## config.mk

```make
export PLATFORM = sky130hd
export DESIGN_NAME = lsu
export DESIGN_NICKNAME = d
export VERILOG_FILES = /design/src/rtl/lsu.sv
export SDC_FILE = /design/constraint.sdc
export NUM_CORES = 1
export LEC_CHECK = 0
export BUFFER_PORTS_ARGS = -buffer_cell sky130_fd_sc_hd__buf_2
export CORE_MARGIN = 3
export CORE_UTILIZATION = 45
export DETAILED_ROUTE_END_ITERATION = 7
export PLACE_DENSITY = 0.76
export RECOVER_POWER = 25
export REMOVE_ABC_BUFFERS = 1
export SLEW_MARGIN = 10
export SYNTH_ARGS = -nofsm -noshare
export SYNTH_HDL_FRONTEND = slang
export SYNTH_SLANG_ARGS = --single-unit
```

## constraint.sdc

```tcl
create_clock -name clk_i -period 2.4 [get_ports clk_i]
set_clock_uncertainty 0.1 [all_clocks]
set_input_delay 0.48 -clock clk_i [delete_from_list [all_inputs] [get_ports clk_i]]
set_output_delay 0.48 -clock clk_i [all_outputs]
set_load 0.01 [all_outputs]
```

## src/rtl/lsu.sv

```systemverilog
// Load/store unit: turns one byte/half/word request into one or two word-indexed
// memory accesses with per-byte lane enables. Word-crossing accesses are split across
// two consecutive cycles. Load data is merged, sign/zero-extended and returned with a
// registered one-cycle rvalid_o pulse.
//
// Ports:
//   clk_i, rst_ni            clock, asynchronous active-low reset
//   req_i / ready_o          request handshake (ready_o high only in idle)
//   we_i, size_i, unsigned_i request attributes (size 11 is illegal -> err_o)
//   addr_i, wdata_i          byte address, right-justified store data
//   rvalid_o, rdata_o, err_o registered completion
//   mem_*                    word-indexed memory port, combinational from state only
module lsu #(
  parameter int unsigned ADDR_W = 13
) (
  input  logic              clk_i,
  input  logic              rst_ni,
  input  logic              req_i,
  output logic              ready_o,
  input  logic              we_i,
  input  logic [1:0]        size_i,
  input  logic              unsigned_i,
  input  logic [ADDR_W-1:0] addr_i,
  input  logic [31:0]       wdata_i,
  output logic              rvalid_o,
  output logic [31:0]       rdata_o,
  output logic              err_o,
  output logic              mem_write_o,
  output logic [3:0]        mem_b_sel_o,
  output logic [ADDR_W-1:0] mem_addr_o,
  output logic [31:0]       mem_wdata_o,
  input  logic [31:0]       mem_rdata_i
);

  localparam int unsigned WordW = ADDR_W - 2;

  typedef enum logic [1:0] {StIdle, StAcc0, StAcc1, StErr} state_e;

  state_e            state_q;
  logic              we_q;
  logic [1:0]        size_q;
  logic              uns_q;
  logic [ADDR_W-1:0] addr_q;
  logic [31:0]       wdata_q;
  logic [63:0]       buf_q;
  logic              rvalid_q;
  logic              err_q;
  logic [31:0]       rdata_q;

  logic [1:0]        off;
  logic [3:0]        mask;
  logic [7:0]        wide;
  logic              split;
  logic [WordW-1:0]  word;
  logic [WordW-1:0]  word_nxt;
  logic [31:0]       rot;
  logic [31:0]       lane_bits;
  logic [31:0]       rd_masked;
  logic [63:0]       merged;
  logic [31:0]       raw;
  logic [31:0]       ext;
  logic              unused_merged;

  // Byte 7 of the merge window can never reach the 32-bit result.
  assign unused_merged = ^merged[63:56];

  always_comb begin
    off = addr_q[1:0];
    case (size_q)
      2'b00:   mask = 4'b0001;
      2'b01:   mask = 4'b0011;
      default: mask = 4'b1111;
    endcase
    wide     = {4'b0000, mask} << off;
    split    = |wide[7:4];
    word     = addr_q[ADDR_W-1:2];
    word_nxt = word + 1'b1;  // wraps at the top of memory

    unique case (off)
      2'd0: rot = wdata_q;
      2'd1: rot = {wdata_q[23:0], wdata_q[31:24]};
      2'd2: rot = {wdata_q[15:0], wdata_q[31:16]};
      default: rot = {wdata_q[7:0], wdata_q[31:8]};
    endcase
  end

  // Memory port: purely a function of state and captured request.
  always_comb begin
    mem_write_o = 1'b0;
    mem_b_sel_o = 4'b0000;
    mem_addr_o  = '0;
    mem_wdata_o = '0;
    unique case (state_q)
      StAcc0: begin
        mem_write_o = we_q;
        mem_b_sel_o = wide[3:0];
        mem_addr_o  = {2'b00, word};
        mem_wdata_o = rot;
      end
      StAcc1: begin
        mem_write_o = we_q;
        mem_b_sel_o = wide[7:4];
        mem_addr_o  = {2'b00, word_nxt};
        mem_wdata_o = rot;
      end
      default: ;
    endcase
  end

  // Load merge: the half being read this cycle comes straight from memory.
  always_comb begin
    lane_bits = {{8{mem_b_sel_o[3]}}, {8{mem_b_sel_o[2]}},
                 {8{mem_b_sel_o[1]}}, {8{mem_b_sel_o[0]}}};
    rd_masked = mem_rdata_i & lane_bits;
    if (state_q == StAcc1) merged = {rd_masked, buf_q[31:0]};
    else                   merged = {buf_q[63:32], rd_masked};

    unique case (off)
      2'd0: raw = merged[31:0];
      2'd1: raw = merged[39:8];
      2'd2: raw = merged[47:16];
      default: raw = merged[55:24];
    endcase

    case (size_q)
      2'b00:   ext = {{24{~uns_q & raw[7]}}, raw[7:0]};
      2'b01:   ext = {{16{~uns_q & raw[15]}}, raw[15:0]};
      default: ext = raw;
    endcase
  end

  always_ff @(posedge clk_i or negedge rst_ni) begin
    if (!rst_ni) begin
      state_q  <= StIdle;
      we_q     <= 1'b0;
      size_q   <= 2'b00;
      uns_q    <= 1'b0;
      addr_q   <= '0;
      wdata_q  <= '0;
      buf_q    <= '0;
      rvalid_q <= 1'b0;
      err_q    <= 1'b0;
      rdata_q  <= '0;
    end else begin
      rvalid_q <= 1'b0;
      err_q    <= 1'b0;
      rdata_q  <= '0;
      unique case (state_q)
        StIdle: begin
          if (req_i) begin
            we_q    <= we_i;
            size_q  <= size_i;
            uns_q   <= unsigned_i;
            addr_q  <= addr_i;
            wdata_q <= wdata_i;
            state_q <= (size_i == 2'b11) ? StErr : StAcc0;
          end
        end
        StAcc0: begin
          buf_q[31:0] <= rd_masked;
          if (split) begin
            state_q <= StAcc1;
          end else begin
            state_q  <= StIdle;
            rvalid_q <= 1'b1;
            rdata_q  <= we_q ? 32'h0 : ext;
          end
        end
        StAcc1: begin
          buf_q[63:32] <= rd_masked;
          state_q      <= StIdle;
          rvalid_q     <= 1'b1;
          rdata_q      <= we_q ? 32'h0 : ext;
        end
        default: begin
          state_q  <= StIdle;
          rvalid_q <= 1'b1;
          err_q    <= 1'b1;
        end
      endcase
    end
  end

  assign ready_o  = (state_q == StIdle);
  assign rvalid_o = rvalid_q;
  assign err_o    = err_q;
  assign rdata_o  = rdata_q;

endmodule
```

==> run_results.csv, run 1 <==
group,metric,value,unit
logic_synthesis,yosysWarnings,0,
worst_setup_path,r2r_setup_slack,-0.16,ns
timing,relSlewSlack,31.68,%
hold_path,hold_path.class,"in2reg",
detailed_routing,antenna_left,0,
logic_synthesis,synth_edf_count,0,
timing,holdWs,0.1708,ns
die,initial_core_util,46.07,%
final_layout,nFillCells,1334,
worst_setup_path,crit_arrival,1.99,ns
worst_setup_path,start_kind,"flop",
worst_setup_path,end_kind,"output port",
detailed_routing,met1_length,11500,microns
pwr,intPower,11.19,mW
logic_synthesis,synth_area_leaders,"dfrtp_1 42%, mux4_2 8.9%, mux2_2 6.9%, nand2_1 3.3%, and2_1 3.1%",
place,dp_cells,1222,
pwr,p_sw,7.792,mW
outcome,status,"complete, but fails checks",
detailed_routing,top_layer,"met4",
final_layout,syn_to_final_growth,43.98,%
die,fp.dieArea,0.02012,sq mm
place,portBuffers,166,
pwr,pwr-share-clk,13.7,%
pwr,power_density,1588,mW/mm^2
timing,fmax,388.5,MHz
global_routing,antenna_found_initial,0,
global_routing,track_usage,29.40,%
timing,min_period,2.574,ns
pwr,p_comb_share,65.0,%
global_routing,first_global_vias,8188,
clock_tree,cts_sinks,141,
flow_run,max_cap_viol_count,0,
clock_tree,insertion_delay,0.43,ns
logic_synthesis,synth.most_common_cell,"dfrtp_1",
global_routing,grt_overflow,0,
clock_tree,htree_levels,4,
timing,slew_viol_final,0,
detailed_routing,drc,0,
detailed_routing,routedWlPerCell,23.38,microns
logic_synthesis,synth_cells,796,
final_layout,final_nets,1163,
final_layout,final_util,66.33,%
final_layout,multiInputGateArea,0.004772,sq mm
place,place_hpwl,19560,microns
detailed_routing,wl_met3,2606,microns
die,die_h,141.8,microns
pwr,ir_drop,1131,uV
pwr,leakagePower,5.435,nW
detailed_routing,drt-total-wl,30770,microns
logic_synthesis,yosys.area.top_type,"dfrtp_1",
timing,finalSetupViolCount,70,
timing,rsz0062_at_grt,"true",
detailed_routing,met2_length,15360,microns
worst_setup_path,worstSetupPathType,"reg2out",
logic_synthesis,netlist_top_cells_count,"141 x dfrtp_1, 74 x nand2_1, 51 x mux2_2",
worst_setup_path,worstPathRequired,1.82,ns
die,coreArea,0.01802,sq mm
final_layout,final_layout_size_suffix_gt1_share,51.33,%
detailed_routing,drtIter0Drc,925,
die,dieWidth,141.8,microns
pwr,swShare,41.05,%
place,globalplace.congestion,0.9802,
worst_setup_path,crit_path_max_fanout,4,
pwr,power.sequential.fraction,21.3,%
logic_synthesis,postSynthAreaPerCell,10.43,sq um
clock_tree,cts.reportedPaths.clkPinSlew,0.06,ns
die,ioPinCount,169,
final_layout,stdcell_count,1316,
clock_tree,cts_tree,"yes",
logic_synthesis,yosysUniqueCellTypes,78,
logic_synthesis,synth_top_area_share,42.49,%
timing,setup_ws,-0.1739,ns
detailed_routing,vias_per_cell,6.262,
clock_tree,cts-root-buf,"clkbuf_16",
timing,hold_viol_final,0,
global_routing,grt_start_max_net_pins,55,
logic_synthesis,synthArstFlopShare,100.0,%
timing,fin_crit_sh,107.2,%
die,row_count,49,
clock_tree,cts_buffer_depth,2,
final_layout,antenna_cells,0,
logic_synthesis,synth-main-ff-cell,"dfrtp_1",
clock_tree,cts_made_buffers,17,
logic_synthesis,synth_seq_cells,141,
final_layout,seq_area,0.003533,sq mm
outcome,violations,"setup timing",
global_routing,grt_pass1_wl,45730,microns
detailed_routing,vias,8241,
timing,tightest_slew,1.025,ns
logic_synthesis,synth_area,0.008304,sq mm
timing,setup_tns,-6.754,ns
detailed_routing,firstDrtPassIters,5,
logic_synthesis,yosysSeqAreaShare,42.49,%
-- layer usage --
layer  vias to the layer above  GRT usage [%]
met3                        96          7.078
met1                      4085          36.51
li1                       3535              -
met4                         0          11.36
met2                       525          49.70
met5                         -              0
-- layout by cell type (no fill, tap or decap), drive strengths merged, types with 4 or more instances in the layout --
cell type / instances
a211oi: 4
a21oi: 31
a221oi: 8
a22o: 11
a22oi: 7
a2bb2oi: 4
a311oi: 5
a31o: 7
a31oi: 14
a32oi: 9
and2: 41
and3: 9
buf: 321
clkbuf: 25
clkinv: 7
dfrtp: 141
ha: 5
inv: 26
mux2: 51
mux2i: 4
mux4: 33
nand2: 75
nand3: 28
nand4: 5
nor2: 44
nor2b: 12
o211ai: 6
o21a: 8
o21ai: 48
o22ai: 14
o2bb2ai: 25
o32ai: 5
or3: 4
-- path summary, 6_finish.rpt --
| path | start | endpoint | cells after the start |
|---|---|---|---|
| min in group asynchronous | rst_ni | rdata_o[31] | 2 |
| min | mem_rdata_i[26] | buf_q[26] | 3 |
| max in group asynchronous | rst_ni | buf_q[53] | 3 |
| max | state_q[0] | mem_addr_o[1] | 7 |
| max reg2reg | state_q[0] | rdata_o[25] | 10 |
| min reg2reg | buf_q[21] | buf_q[21] | 1 |
-- sequential cells by signal, indices dropped and copies added, names as in the netlist, 2 cells and up --
register and count:
size_q 2, addr_q 13, rdata_o 32, wdata_q 32, state_q 2, buf_q 56
-- logic make-up (layout without fill, tap and decap cells) --
logic type | Yosys count | count (layout) | synth area share [%]
adder cells (fa/ha/maj) | 5 | 5 | 0.7534
buffers and inverters | 96 | 386 | 5.168
AND/OR/NAND/NOR | 236 | 236 | 14.22
flip-flops | 141 | 141 | 42.49
AO/OA/AOI/OAI | 228 | 228 | 20.87
XOR/XNOR | 1 | 1 | 0.1055
multiplexers | 88 | 88 | 16.35
other | 1 | 2 | 0.04516
-- critical path, stage by stage (launching register included) --
cell and delay (ns):
dfrtp_2 0.45, inv_4 0.10, ha_4 0.23, buf_6 0.14, and2_4 0.18, buf_6 0.13, a22o_1 0.20, buf_6 0.13
-- per-stage QoR --
| stage | setup slack (ns) | power, mW | instance area, sq um |
|---|---|---|---|
| finish | -0.1739 | 18.98 | 11960 |
| CTS | -0.1822 | 17.65 | 11540 |
| detailed placement | -0.1084 | 12.82 | 9988 |
| global placement | -0.1857 | 12.69 | 9988 |
| floorplan | -1.749 | 9.143 | 7984 |
| global route | -0.2426 | 19.82 | 11960 |
-- layout make-up --
| class | count | area share (%) |
|---|---|---|
| Clock buffer | 22 | 3.799 |
| Clock inverter | 10 | 0.9732 |
| Inverter | 28 | 0.9732 |
| Multi-Input combinational cell | 560 | 39.91 |
| Sequential cell | 141 | 29.55 |
| Tap cell | 229 | 2.396 |
| Timing Repair Buffer | 326 | 22.39 |
-- power groups by stage --
stage               logic (mW)  clock network, mW  registers (mW)
global route              13.0               2.72            4.11
CTS                       11.1               2.61            3.94
global placement          8.76                  0            3.93
finish                    12.3               2.61            4.04
detailed placement        8.84                  0            3.98
floorplan                 5.02                  0            4.12
-- repair_timing --
action	4_1_cts	5_1_grt
hold buffers	1	0
buffers inserted	36	22
setup endpoints to repair	75	80
pin swaps	34	36
gates resized for setup	133	81
gates cloned	7	2
hold endpoints to repair	29	0
Note: power is estimated with default switching activity, not from simulation.
==> run 2: changes to the inputs <==
--- a/config.mk
+++ b/config.mk
@@ -9,7 +9,7 @@
 export CORE_MARGIN = 3
 export CORE_UTILIZATION = 45
 export DETAILED_ROUTE_END_ITERATION = 7
-export PLACE_DENSITY = 0.76
+export PLACE_DENSITY = 0.73
 export RECOVER_POWER = 25
 export REMOVE_ABC_BUFFERS = 1
 export SLEW_MARGIN = 10
==> constraint.sdc (replaced) <==
create_clock -name clk_i -period 2.6 [get_ports clk_i]
set_clock_uncertainty 0.1 [all_clocks]
set_input_delay 0.52 -clock clk_i [delete_from_list [all_inputs] [get_ports clk_i]]
set_output_delay 0.52 -clock clk_i [all_outputs]
set_load 0.01 [all_outputs]
==> run 2 against run 1 <==
Effect of this change: the flow still finishes with violations (setup timing); first-iteration DRC count shrank 26%; register-to-register slack gained 0.21 ns; global-route usage shrank 3.1 points; non-clock buffer count shrank 48; critical endpoint is now mem_addr_o[5]; power shrank 19%; clock-buffer cell count shrank 1; sequential share of layout area grew 2.1 points; wire length shrank 11%; via count shrank 5.6%; largest cell class unchanged; final cell count shrank 3.6%.
==> run_results.csv, run 2 (synthesis results as in run 1) <==
group,metric,value,unit
final_layout,stdcell_count,1268,
worst_setup_path,worstPathRequired,1.98,ns
place,place_hpwl,18630,microns
global_routing,gr-usage-met2,42.14,%
final_layout,syn_to_final_growth,34.70,%
outcome,status,"complete, but fails checks",
detailed_routing,antenna_left,0,
worst_setup_path,crit_path_max_fanout,9,
worst_setup_path,r2r_setup_slack,0.05,ns
place,globalplace.congestion,0.9944,
clock_tree,insertion_delay,0.43,ns
place,dp_cells,1197,
detailed_routing,drtIter0Drc,687,
clock_tree,cts-root-buf,"clkbuf_16",
timing,rsz0062_at_grt,"true",
worst_setup_path,start_kind,"flop",
die,die_h,141.8,microns
clock_tree,cts_made_buffers,17,
clock_tree,cts_buffer_depth,2,
timing,holdWs,0.2063,ns
worst_setup_path,ff2ff_path_depth,11,
die,fp.dieArea,0.02012,sq mm
worst_setup_path,r2r_start,"state_q[0]",
final_layout,nFillCells,1422,
worst_setup_path,end_kind,"output port",
global_routing,first_global_vias,7548,
final_layout,final_layout_size_suffix_gt1_share,45.62,%
worst_setup_path,worstSetupPathType,"reg2out",
outcome,violations,"setup timing",
timing,min_period,2.619,ns
detailed_routing,routedWlPerCell,21.62,microns
place,placed_area,0.009751,sq mm
timing,setup_ws,-0.01904,ns
timing,fin_crit_sh,100.7,%
place,portBuffers,166,
final_layout,final_nets,1115,
final_layout,top_register,"buf_q",
global_routing,busiest_layer,"met2",
timing,tightest_slew,0.5603,ns
clock_tree,cts_sinks,141,
clock_tree,htree_levels,4,
hold_path,hold_path.class,"in2reg",
timing,finalSetupViolCount,3,
die,coreArea,0.01802,sq mm
final_layout,fin_area,0.01119,sq mm
pwr,leakagePower,5.056,nW
hold_path,min_path_cells,3,
hold_path,min_to,"buf_q[24]",
final_layout,largest_reg_flops,56,
final_layout,final_cell_mix,"162 x buf_2, 135 x dfrtp_1, 85 x buf_4, 71 x nand2_1, 51 x mux2_2",
final_layout,antenna_cells,0,
pwr,power_density,1374,mW/mm^2
timing,relSlewSlack,62.64,%
die,row_count,49,
clock_tree,cts_tree,"yes",
detailed_routing,vias_per_cell,6.134,
worst_setup_path,r2r_end,"rdata_o[30]",
die,initial_core_util,46.07,%
hold_path,min_from,"mem_rdata_i[24]",
timing,slew_viol_final,0,
flow_run,max_cap_viol_count,0,
pwr,ir_drop,979.8,uV
detailed_routing,firstDrtPassIters,6,
global_routing,grt_overflow,0,
worst_setup_path,crit_arrival,2.00,ns
timing,fmax,381.8,MHz
die,ioPinCount,169,
global_routing,grt_use_met3,8.763,%
clock_tree,cts.reportedPaths.clkPinSlew,0.06,ns
final_layout,final_common_cell,"buf_2",
timing,hold_viol_final,0,
die,dieWidth,141.8,microns
pwr,total_power,15.37,mW
global_routing,met1_usage,33.79,%
global_routing,track_usage,26.33,%
detailed_routing,drc,0,
global_routing,grt_pass1_wl,41300,microns
detailed_routing,vias,7778,
global_routing,antenna_found_initial,1,
global_routing,grt_start_max_net_pins,54,
detailed_routing,drt-total-wl,27420,microns
==> run 2: cell count changes in the layout (fill, tap and decap cells not counted), sizes merged <==
cell,delta
buf,-49
bufbuf,+2
clkbuf,-2
clkinv,-2
bufinv,+1
clkinvlp,+1
inv,+1
==> run 2: where the power goes <==
part	internal, mW	switching (mW)
logic	4.48	4.74
registers	2.97	0.733
clock network	1.50	0.945
==> run 2: through the flow <==
step	TNS [ns]	setup WS (ns)	utilization [%]
floorplan	-115.26	-1.549	-
global placement	0	0.06530	54.10
detailed placement	0	0.03245	54.10
CTS	-0.2863	-0.07413	59.20
global route	-1.374	-0.07242	62.06
finish	-0.04134	-0.01904	62.06
==> run 2: metal layers <==
layer / vias up / share of wire, %
met2: 453 / 48
li1: 3440 / -
met1: 3818 / 39
met5: - / 0.047
met4: 2 / 2.8
met3: 65 / 10
==> run 2: what timing repair did <==
item,CTS,global route
hold buffers,1,0
endpoints found under the hold margin,50,0
setup buffers,13,22
endpoints found under the setup margin,47,64
resized for setup,38,74
pin swaps,3,19
cloned,3,2
==> run 2: worst max-delay path by stage <==
stage	startpoint	to	slack [ns]
floorplan	addr_q[1]	rdata_o[18]	-1.55
global placement	state_q[0]	rdata_o[20]	0.07
detailed placement	state_q[0]	rdata_o[30]	0.03
CTS	state_q[0]	mem_addr_o[9]	-0.07
global route	state_q[1]	mem_b_sel_o[0]	-0.07
finish	state_q[0]	mem_addr_o[5]	-0.02
==> run 2: final cells by class <==
| cell class | count | area (sq um) | area share (%) |
|---|---|---|---|
| inverter | 28 | 112.6 | 1.007 |
| multi-input combinational | 560 | 4692 | 41.95 |
| clock buffer | 21 | 440.4 | 3.937 |
| timing repair buffer | 278 | 1974 | 17.65 |
| tap | 229 | 286.5 | 2.562 |
| sequential | 141 | 3536 | 31.61 |
| clock inverter | 11 | 143.9 | 1.286 |
==> run 2: worst max-delay path, cell delays in order, from the launching register on <==
cell	delay, ns
dfrtp_2	0.44
buf_6	0.13
ha_4	0.18
buf_12	0.12
and2_4	0.13
buf_8	0.14
o21ai_1	0.15
o21ai_1	0.10
buf_2	0.15
